[src/rtl/rr_mux_pkg.sv]
// Shared constants and state type for the round-robin 8:1 mux arbiter.
package rr_mux_pkg;

    localparam int NUM_REQ     = 8;
    localparam int SEL_W       = 3;
    localparam int BURST_CNT_W = 4;

    typedef enum logic {
        IDLE = 1'b0,
        SEND = 1'b1
    } state_t;

endpackage

[src/rtl/mux8x1.sv]
// Single-bit 8:1 multiplexer; the arbiter's data path is a bit-sliced array of these.
module mux8x1
    import rr_mux_pkg::*;
(
    input  logic [NUM_REQ-1:0] d,
    input  logic [SEL_W-1:0]   s,
    output logic               y
);

    assign y = d[s];

endmodule

[src/rtl/rr_pick8.sv]
// Rotating-priority encoder: returns the first set req bit found scanning upward
// from start and wrapping modulo 8.
module rr_pick8
    import rr_mux_pkg::*;
(
    input  logic [NUM_REQ-1:0] req,
    input  logic [SEL_W-1:0]   start,
    output logic               any,
    output logic [SEL_W-1:0]   idx
);

    logic [2*NUM_REQ-1:0] req_dbl;
    logic [NUM_REQ-1:0]   req_rot;
    logic [SEL_W-1:0]     offset;

    // Rotating by start puts the highest-priority requester at bit 0.
    assign req_dbl = {req, req};
    assign req_rot = req_dbl[start +: NUM_REQ];
    assign any     = |req;

    // NOTE: give every always_comb output a value before any branch, otherwise a latch is inferred.
    always_comb begin
        offset = '0;
        for (int i = NUM_REQ - 1; i >= 0; i--) begin
            if (req_rot[i]) begin
                offset = SEL_W'(i);
            end
        end
    end

    assign idx = start + offset;

endmodule

[src/rtl/rr_mux8_arbiter.sv]
// Round-robin arbiter feeding an 8:1 data mux into a registered valid/ready output stage,
// with optional bursting of up to BURST consecutive words per requester.
module rr_mux8_arbiter
    import rr_mux_pkg::*;
#(
    parameter int DATA_W = 8,
    parameter int BURST  = 1
) (
    input  logic                      clk,
    input  logic                      rst_n,
    input  logic [NUM_REQ-1:0]        req,
    input  logic [NUM_REQ*DATA_W-1:0] din,
    output logic [NUM_REQ-1:0]        ack,
    output logic                      out_valid,
    input  logic                      out_ready,
    output logic [DATA_W-1:0]         out_data,
    output logic [SEL_W-1:0]          out_sel
);

    localparam logic [BURST_CNT_W-1:0] BURST_LIM = BURST_CNT_W'(BURST - 1);

    state_t                 state;
    state_t                 state_nxt;
    logic [SEL_W-1:0]       last;
    logic [BURST_CNT_W-1:0] burst_cnt;
    logic [SEL_W-1:0]       scan_idx;
    logic [SEL_W-1:0]       pick;
    logic [DATA_W-1:0]      mux_out;
    logic                   any_req;
    logic                   continue_burst;
    logic                   load_en;

    rr_pick8 u_pick (
        .req   (req),
        .start (last + SEL_W'(1)),
        .any   (any_req),
        .idx   (scan_idx)
    );

    assign continue_burst = (BURST > 1) && req[last] && (burst_cnt < BURST_LIM);
    assign pick           = continue_burst ? last : scan_idx;

    for (genvar b = 0; b < DATA_W; b++) begin : g_bit
        logic [NUM_REQ-1:0] col;
        for (genvar k = 0; k < NUM_REQ; k++) begin : g_col
            assign col[k] = din[k*DATA_W + b];
        end
        mux8x1 u_mux (
            .d (col),
            .s (pick),
            .y (mux_out[b])
        );
    end

    // Gating with rst_n keeps ack low for the whole reset window, not just after the first edge.
    always_comb begin
        state_nxt = state;
        load_en   = 1'b0;
        ack       = '0;
        unique case (state)
            IDLE: load_en = any_req;
            SEND: begin
                if (out_ready) begin
                    load_en = any_req;
                    if (!any_req) begin
                        state_nxt = IDLE;
                    end
                end
            end
            default: state_nxt = IDLE;
        endcase
        load_en = load_en & rst_n;
        if (load_en) begin
            state_nxt = SEND;
            ack[pick] = 1'b1;
        end
    end

    // NOTE: sequential state uses non-blocking assignments so every register samples pre-edge values.
    always_ff @(posedge clk or negedge rst_n) begin
        if (!rst_n) begin
            state     <= IDLE;
            last      <= SEL_W'(NUM_REQ - 1);
            burst_cnt <= '0;
            out_data  <= '0;
        end else begin
            state <= state_nxt;
            if (load_en) begin
                out_data  <= mux_out;
                last      <= pick;
                burst_cnt <= continue_burst ? burst_cnt + BURST_CNT_W'(1) : '0;
            end
        end
    end

    assign out_valid = (state == SEND);
    assign out_sel   = last;

endmodule

[config.mk]
export PLATFORM = sky130hd
export DESIGN_NAME = rr_mux8_arbiter
export DESIGN_NICKNAME = d
export VERILOG_FILES = /design/src/rtl/rr_mux_pkg.sv /design/src/rtl/mux8x1.sv /design/src/rtl/rr_pick8.sv /design/src/rtl/rr_mux8_arbiter.sv
export SDC_FILE = /design/constraint.sdc
export NUM_CORES = 1
export LEC_CHECK = 0
export CAP_MARGIN = 10
export CORE_UTILIZATION = 41
export DETAILED_ROUTE_END_ITERATION = 8
export PLACE_DENSITY = 0.87
export SLEW_MARGIN = 20
export SYNTH_ARGS = -nofsm -noshare
export SYNTH_HDL_FRONTEND = slang
export SYNTH_HIERARCHICAL = 1
export SYNTH_SLANG_ARGS = --single-unit
[constraint.sdc]
create_clock -name clk -period 19.4 [get_ports clk]
set_clock_uncertainty 0.05 [all_clocks]
set_input_delay 4.85 -clock clk [delete_from_list [all_inputs] [get_ports clk]]
set_output_delay 4.85 -clock clk [all_outputs]
set_load 0.01 [all_outputs]
# Yosys cells after proc, flatten, opt, wreduce, memory -nomap -nowiden
# Cells that the tools add are included.
word_totals:
  word_cells: 45
  input_bits: 75
  register_bits: 12
classes:
  n_reduce_logical: 2
  n_lt_le_gt_ge: 2
  addsub: 2
  shifts: 1
  bitwise_logic: 2
  muxes: 33
ops:
  columns: ["operator", "count"]
  rows:
  - ["binary-select mux 1 bit (select 3 bit)", 8]
  - ["2-to-1 mux 3 bit", 8]
  - ["variable part select 16 x 4 -> 8 bit", 1]
  - ["2-to-1 mux 1 bit", 14]
  - ["2-to-1 mux 8 bit", 1]
  - ["OR reduction 8 bit", 1]
  - ["less-than comparator 3 x 4 -> 1 bit (second input constant)", 1]
  - ["adder 3 x 1 -> 3 bit (second input constant)", 1]
  - ["adder 3 bit", 1]
  - ["demux 1 bit (select 3 bit)", 1]
  - ["greater-or-equal comparator 3 x 1 -> 1 bit (second input constant)", 1]
  - ["one-hot mux 1 bit (2 select lines)", 1]
  - ["bitwise AND 1 bit", 1]
  - ["logical AND 1 bit", 1]
  - ["inverter 1 bit", 1]

# Longest topological paths before layout
# Gate-level depths: netlist of the first run.
logic_depth:
  depth_word: 16
  mapped_depth: 16
  mapped_depth_nobuf: 15

# By module
# The synthesis of the first run kept the hierarchy.
modules_own_cells:
  columns: ["module", "n_inst", "seq_area_each_um2", "cells_each", "area_each_um2"]
  rows:
  - ["rr_mux8_arbiter", 1, 304.0, 47, 593.1]
  - ["rr_pick8", 1, 0.0, 50, 519.2]
  - ["mux8x1", 8, 0.0, 3, 63.8]

# Worst setup path before layout of the first run
# Ideal clock, no wire load.
synth_path:
  kind: "in2out"
  from: "input req[7]"
  to: "output ack[4]"
  slack_ns: 6.116
  n_path_buf: 0
  arrival_ns: 8.384
  path_stages: 12
  path_cell_list: "mux4_1 mux2i_1 o311ai_0 a21bo_2 a31oi_1 ha_1 inv_1 fa_1 xnor2_1 xnor2_1 nand3_1 nor3_1"
synth_via:
  elab_chain_cells: 15
synth_lines:
  columns: ["element", "line_no", "text"]
  rows:
  - ["start, declared", "rr_mux8_arbiter.sv:11", "input logic [NUM_REQ-1:0] req,"]
  - ["variable part select 16 x 4 -> 8 bit (*)", "rr_pick8.sv:18", "assign req_rot = req_dbl[start +: NUM_REQ];"]
  - ["2-to-1 mux 3 bit (7 in a row)", "rr_pick8.sv:25", "if (req_rot[i]) begin"]
  - ["2-to-1 mux 3 bit (*)", "rr_pick8.sv:25", null]
  - ["adder 3 bit (*)", "rr_pick8.sv:31", "assign idx = start + offset;"]
  - ["net pick[2]", "rr_mux8_arbiter.sv:27", "logic [SEL_W-1:0] pick;"]
  - ["less-than comparator 3 x 4 -> 1 bit (implied by the code) / greater-or-equal comparator 3 x 1 -> 1 bit (equally long branches)", "rr_mux8_arbiter.sv:75", "ack[pick] = 1'b1;"]
  - ["logical AND 1 bit (implied by the code)", "rr_mux8_arbiter.sv:75", null]
  - ["2-to-1 mux 1 bit (implied by the code)", "rr_mux8_arbiter.sv:75", null]
  - ["demux 1 bit (select 3 bit) (*)", "rr_mux8_arbiter.sv:75", null]
  - ["2-to-1 mux 8 bit (*)", "rr_mux8_arbiter.sv:73", "if (load_en) begin"]
  - ["end, declared", "rr_mux8_arbiter.sv:13", "output logic [NUM_REQ-1:0] ack,"]
# The timed path passes the listed nets; every way through them passes the cells marked *.

# Worst setup path after layout of the first run
layout_path:
  from: "input req[4]"
  to: "output ack[4]"
# Same word-level chain as after synthesis.

==> impl_metrics.json, run 1 <==
{
  "cp_data_arrival_time_ps": 9480,
  "async_flop_share": 1.00,
  "ctsResizeCount": 0,
  "layout.cells.most_common": "clkdlybuf4s50_1",
  "criticalPathCategory": "in -> out",
  "fp-row-count": 22,
  "totalWireLength_mm": 3.99,
  "cp.required_ps": 14500,
  "slew_headroom": 0.355,
  "postRouteAntennaNets": 0,
  "synth_largest_area_cell": "mux4_1",
  "design.die.area_um2": 4210,
  "status": "completed",
  "core-area_um2": 3720,
  "htreeDepth": 1,
  "synth_nets": 199,
  "cp-start-kind": "input pin",
  "grt_max_degree": 23,
  "synth_cells": 121,
  "drive_above_1_share": 0.158,
  "hold_viol": 0,
  "yosysUniqueCellTypes": 33,
  "yosys_warnings": 6,
  "syn_area_per_cell_um2": 13.4,
  "max_stage_delay_ps": 810,
  "min_period_ps": 14380,
  "synth_top_flop_cell": "dfrtp_1",
  "place_hpwl_mm": 3.31,
  "setup_violations": 0,
  "tightest_slew_ps": 962,
  "synth_top_area_share": 0.372,
  "cpMostUsedCell": "clkdlybuf4s50_1",
  "place_congestion": 0.790,
  "critPathTopFamily": "buffers and inverters",
  "worstPathCellList": "clkdlybuf4s50_1, mux4_1, mux2i_1, o311ai_0, a21bo_2, a31oi_1, ha_1, inv_1, fa_1, xnor2_1, xnor2_2, nand3_1, nor3_1, clkdlybuf4s50_1",
  "antenna_found_initial": 0,
  "wire_per_inst_um": 15.2,
  "slew_viol_final": 0,
  "synth_edf_count": 0,
  "first_global_vias": 1486,
  "initial_core_util": 0.437,
  "syn_to_final_growth_pct": 63.5,
  "overflow": 0,
  "ys_seq_area_frac": 0.187,
  "grt_pass1_wl_mm": 6.60,
  "synth.area.top_cells": "mux4_1, dfrtp_1, mux2_4",
  "finalCritPeriodShare": 0.741,
  "postCtsHoldBufs": 0,
  "post-route-drc-count": 0,
  "grt_usage": 0.203,
  "die_y_um": 64.9,
  "max_cap_violations": 0,
  "cts_tree": "done",
  "antenna_cells": 0,
  "clock-sinks": 12,
  "cts_made_buffers": 3,
  "hp-class": "reg -> reg",
  "worst-path-buf-inv": 3,
  "pin_count": 95,
  "ys_ff_latch": 12,
  "end_kind": "output port",
  "setup_tns_ps": 0,
  "slowest_stage": "xnor2_2",
  "mostFrequentLayoutCells": "clkdlybuf4s50_1, mux4_1, mux2_2",
  "clock_latency_ps": 230,
  "drt_iter0_drc": 95,
  "die_x_um": 64.9,
  "syn_area_um2": 1620,
  "clock_path_buffers": 2,
  "num_vias": 1468,
  "clock.fmax_ghz": 0.0695,
  "path_clk_slew_ps": 50,
  "vias_per_cell": 5.58,
  "rsz0062_at_grt": "no",
  "finalNetCount": 294,
  "critPathMaxFanout": 21,
  "numPortBuffers": 94,
  "post_cts_buffers": 0,
  "drt-pass1-iter-count": 5,
  "clockRootBuffer": "clkbuf_8"
}
==> flip-flops by register name, indices dropped and copies added (netlist names) <==
| name | flops |
|---|---|
| out_valid | 1 |
| out_data | 8 |
| out_sel | 3 |
==> cell usage after synthesis, types with 3 or more instances <==
library cell	number
o21ai_0	4
nor3_1	5
mux2_2	12
mux4_1	23
nor2_1	4
nor4_1	3
dfstp_2	3
mux2i_1	5
inv_1	7
nand2_1	8
dfrtp_1	9
mux2_4	9
==> per-layer routing <==
metal	wire length (µm)	vias to the layer above	global-route usage	part of all wire
met5	0	-	0	0
met4	24	0	0.0389	0.0060
met2	2040	62	0.379	0.51
met3	313	2	0.0493	0.078
met1	1620	706	0.231	0.40
li1	-	698	-	-
==> layout make-up <==
cell class	instances	area, µm²
Clock buffer	4	55.1
Fill cell	262	1060
Inverter	7	26.3
Multi-Input combinational cell	98	1270
Sequential cell	12	304
Tap cell	48	60.1
Timing Repair Buffer	94	941
==> per-stage QoR <==
step / instance area (µm²) / util / setup WS (ps) / hold slack (ps) / cells
floorplan: 1620 / - / 6120 / 448 / 121
global route: 2650 / 0.714 / 4680 / 478 / 263
detailed placement: 2600 / 0.699 / 5030 / 446 / 259
global placement: 2600 / 0.699 / 5170 / 445 / 259
finish: 2650 / 0.714 / 5020 / 456 / 263
CTS: 2650 / 0.714 / 5010 / 461 / 263
==> cell families after synthesis <==
kind of cell             synth area share
multiplexers                        0.570
XOR/XNOR                           0.0162
flip-flops                          0.187
AND/OR/NAND/NOR                    0.0964
AO/OA/AOI/OAI                      0.0663
adder cells (fa/ha/maj)            0.0278
buffers and inverters              0.0362
==> worst reg2reg max path, stage by stage (launching register included) <==
cell and delay [ps]:
dfstp_2 540, ha_1 150, xor2_1 730, inv_1 290
mux2i_1 310, o311ai_0 190, a21bo_2 250, a31oi_1 160
ha_1 160, inv_1 50, fa_1 370, xnor2_1 170
xnor2_2 810, mux4_1 430, mux2_2 270, mux2_4 260
==> worst paths after layout <==
kind,slack (ps),end,depth (start not counted),startpoint
worst max-delay path,5020,ack[4],14,req[4]
worst min-delay path,460,out_data[6]$_DFFE_PN0P_,1,out_data[6]$_DFFE_PN0P_
worst max register to register,14110,out_data[3]$_DFFE_PN0P_,15,out_sel[1]$_DFFE_PN1P_
worst min register to register,460,out_data[6]$_DFFE_PN0P_,1,out_data[6]$_DFFE_PN0P_
max in group asynchronous,14010,out_sel[0]$_DFFE_PN1P_,1,rst_n
min in group asynchronous,4930,out_valid$_DFF_PN0_,1,rst_n
Power of run 1 is not shown: default switching activity piles up to over one toggle a cycle in this logic, so the estimate is an artifact.
==> run 2, diff against run 1 <==
--- a/config.mk
+++ b/config.mk
@@ -6,9 +6,9 @@
 export NUM_CORES = 1
 export LEC_CHECK = 0
 export CAP_MARGIN = 10
-export CORE_UTILIZATION = 41
+export CORE_UTILIZATION = 35
 export DETAILED_ROUTE_END_ITERATION = 8
-export PLACE_DENSITY = 0.87
+export PLACE_DENSITY = 0.79
 export SLEW_MARGIN = 20
 export SYNTH_ARGS = -nofsm -noshare
 export SYNTH_HDL_FRONTEND = slang
==> constraint.sdc (replaced) <==
create_clock -name clk -period 12.2 [get_ports clk]
set_clock_uncertainty 0.05 [all_clocks]
set_input_delay 3.05 -clock clk [delete_from_list [all_inputs] [get_ports clk]]
set_output_delay 3.05 -clock clk [all_outputs]
set_load 0.01 [all_outputs]
==> run 2 against run 1 <==
Compared with the run above:
- cell area about the same
- clock-buffer cell count unchanged
- global-route usage decreased by 2.6 points
- setup slack lost 3100 ps
- final cell count up 1.9%
- via count increased by 2.2%
- flip-flop and latch count unchanged
- non-clock buffer count is 1 higher
- first-iteration DRC count is 32% lower
- routed wire length increased by 6.6%
- die area grew 17%
==> impl_metrics.json, run 2 (synthesis gave the netlist of run 1 again) <==
{
  "status": "completed",
  "first_global_vias": 1533,
  "clockRootBuffer": "clkbuf_8",
  "max_stage_delay_ps": 580,
  "core-area_um2": 4410,
  "finalNetCount": 295,
  "pin_count": 95,
  "clock.fmax_ghz": 0.0975,
  "fp-row-count": 24,
  "slew_headroom": 0.357,
  "cp.required_ps": 9100,
  "slowest_stage": "clkdlybuf4s50_1",
  "path_clk_slew_ps": 50,
  "place_hpwl_mm": 3.50,
  "vias_per_cell": 5.60,
  "post_cts_buffers": 0,
  "drt_iter0_drc": 65,
  "die_x_um": 70.1,
  "worstPathCellList": "clkdlybuf4s50_1, mux4_1, mux2i_1, o311ai_0, a21bo_2, a31oi_1, ha_1, inv_1, fa_1, xnor2_1, xnor2_2, buf_4, nand3_1, nor3_1, clkdlybuf4s50_1",
  "antenna_found_initial": 0,
  "slew_viol_final": 0,
  "numPortBuffers": 94,
  "finalCritPeriodShare": 0.841,
  "grt_usage": 0.177,
  "setup_tns_ps": 0,
  "largest_register_ffs": 8,
  "clock-sinks": 12,
  "clock_latency_ps": 240,
  "seqCellArea_um2": 304,
  "overflow": 0,
  "drive_above_1_share": 0.157,
  "mostFrequentLayoutCells": "clkdlybuf4s50_1, mux4_1, mux2_2",
  "drt-pass1-iter-count": 4,
  "critPathTopFamily": "buffers and inverters",
  "totalWireLength_mm": 4.26,
  "num_vias": 1501,
  "place_congestion": 0.828,
  "cp-start-kind": "input pin",
  "syn_to_final_growth_pct": 63.7,
  "htreeDepth": 1,
  "ctsResizeCount": 0,
  "clock_path_buffers": 2,
  "fillCellCount": 354,
  "cts_tree": "done",
  "rsz0062_at_grt": "no",
  "die_y_um": 70.1,
  "postCtsHoldBufs": 0,
  "wire_per_inst_um": 15.9,
  "multi_input_area_um2": 1270,
  "grt_pass1_wl_mm": 6.84,
  "worst-path-buf-inv": 4,
  "end_kind": "output port",
  "design.die.area_um2": 4910,
  "criticalPathCategory": "in -> out",
  "postRouteAntennaNets": 0,
  "cts_made_buffers": 3,
  "cpMostUsedCell": "clkdlybuf4s50_1",
  "post-route-drc-count": 0,
  "layout.cells.most_common": "clkdlybuf4s50_1",
  "setup_violations": 0,
  "initial_core_util": 0.368,
  "max_cap_violations": 0,
  "hp-class": "reg -> reg",
  "antenna_cells": 0,
  "cp_data_arrival_time_ps": 7160,
  "critPathMaxFanout": 21,
  "regMostFlops": "out_data",
  "grt_max_degree": 23,
  "tightest_slew_ps": 964,
  "min_period_ps": 10260,
  "hold_viol": 0
}
[run 2: layout make-up]
cell class	instances	share of cell area
sequential	12	0.114
tap	52	0.0245
clock buffer	4	0.0170
multi-input combinational	98	0.477
timing repair buffer	95	0.357
inverter	7	0.00989
[run 2: per-layer routing]
layer	vias to the layer above	GRT usage	routed length, µm
met3	4	0.0361	242
li1	704	-	-
met2	59	0.340	2360
met4	0	0.0489	51
met1	734	0.193	1600
met5	-	0	0
[run 2: path summary, 6_finish.rpt]
check,from,end,slack (ps),cells past startpoint
max in group asynchronous,rst_n,out_data[5]$_DFFE_PN0P_,8580,1
min in group asynchronous,rst_n,out_data[7]$_DFFE_PN0P_,3140,1
setup / recovery,req[7],ack[4],1940,15
hold / removal,out_data[4]$_DFFE_PN0P_,out_data[4]$_DFFE_PN0P_,460,1
hold reg to reg,out_data[4]$_DFFE_PN0P_,out_data[4]$_DFFE_PN0P_,460,1
setup reg to reg,out_sel[0]$_DFFE_PN1P_,out_data[1]$_DFFE_PN0P_,7270,16
[run 2: worst reg2reg max path, cell delays in order, from the launching register on]
cell,delay [ps]
dfstp_2,540
ha_1,160
xor2_1,700
inv_1,270
mux2i_1,340
o311ai_0,210
a21bo_2,250
a31oi_1,160
ha_1,160
inv_1,50
fa_1,370
xnor2_1,240
xnor2_2,140
buf_4,260
mux4_1,360
mux2_2,290
mux2_4,260
[run 2: metrics by stage]
step / hold WS, ps / setup WS, ps / std cells / util / area, µm²
after floorplan: 448 / 2520 / 121 / - / 1620
after global placement: 442 / 2080 / 264 / 0.592 / 2610
after detailed placement: 449 / 1940 / 264 / 0.592 / 2610
after CTS: 465 / 1930 / 268 / 0.602 / 2660
after global routing: 476 / 1590 / 268 / 0.602 / 2660
final: 460 / 1940 / 268 / 0.602 / 2660
Power of run 2 is left out for the same reason.
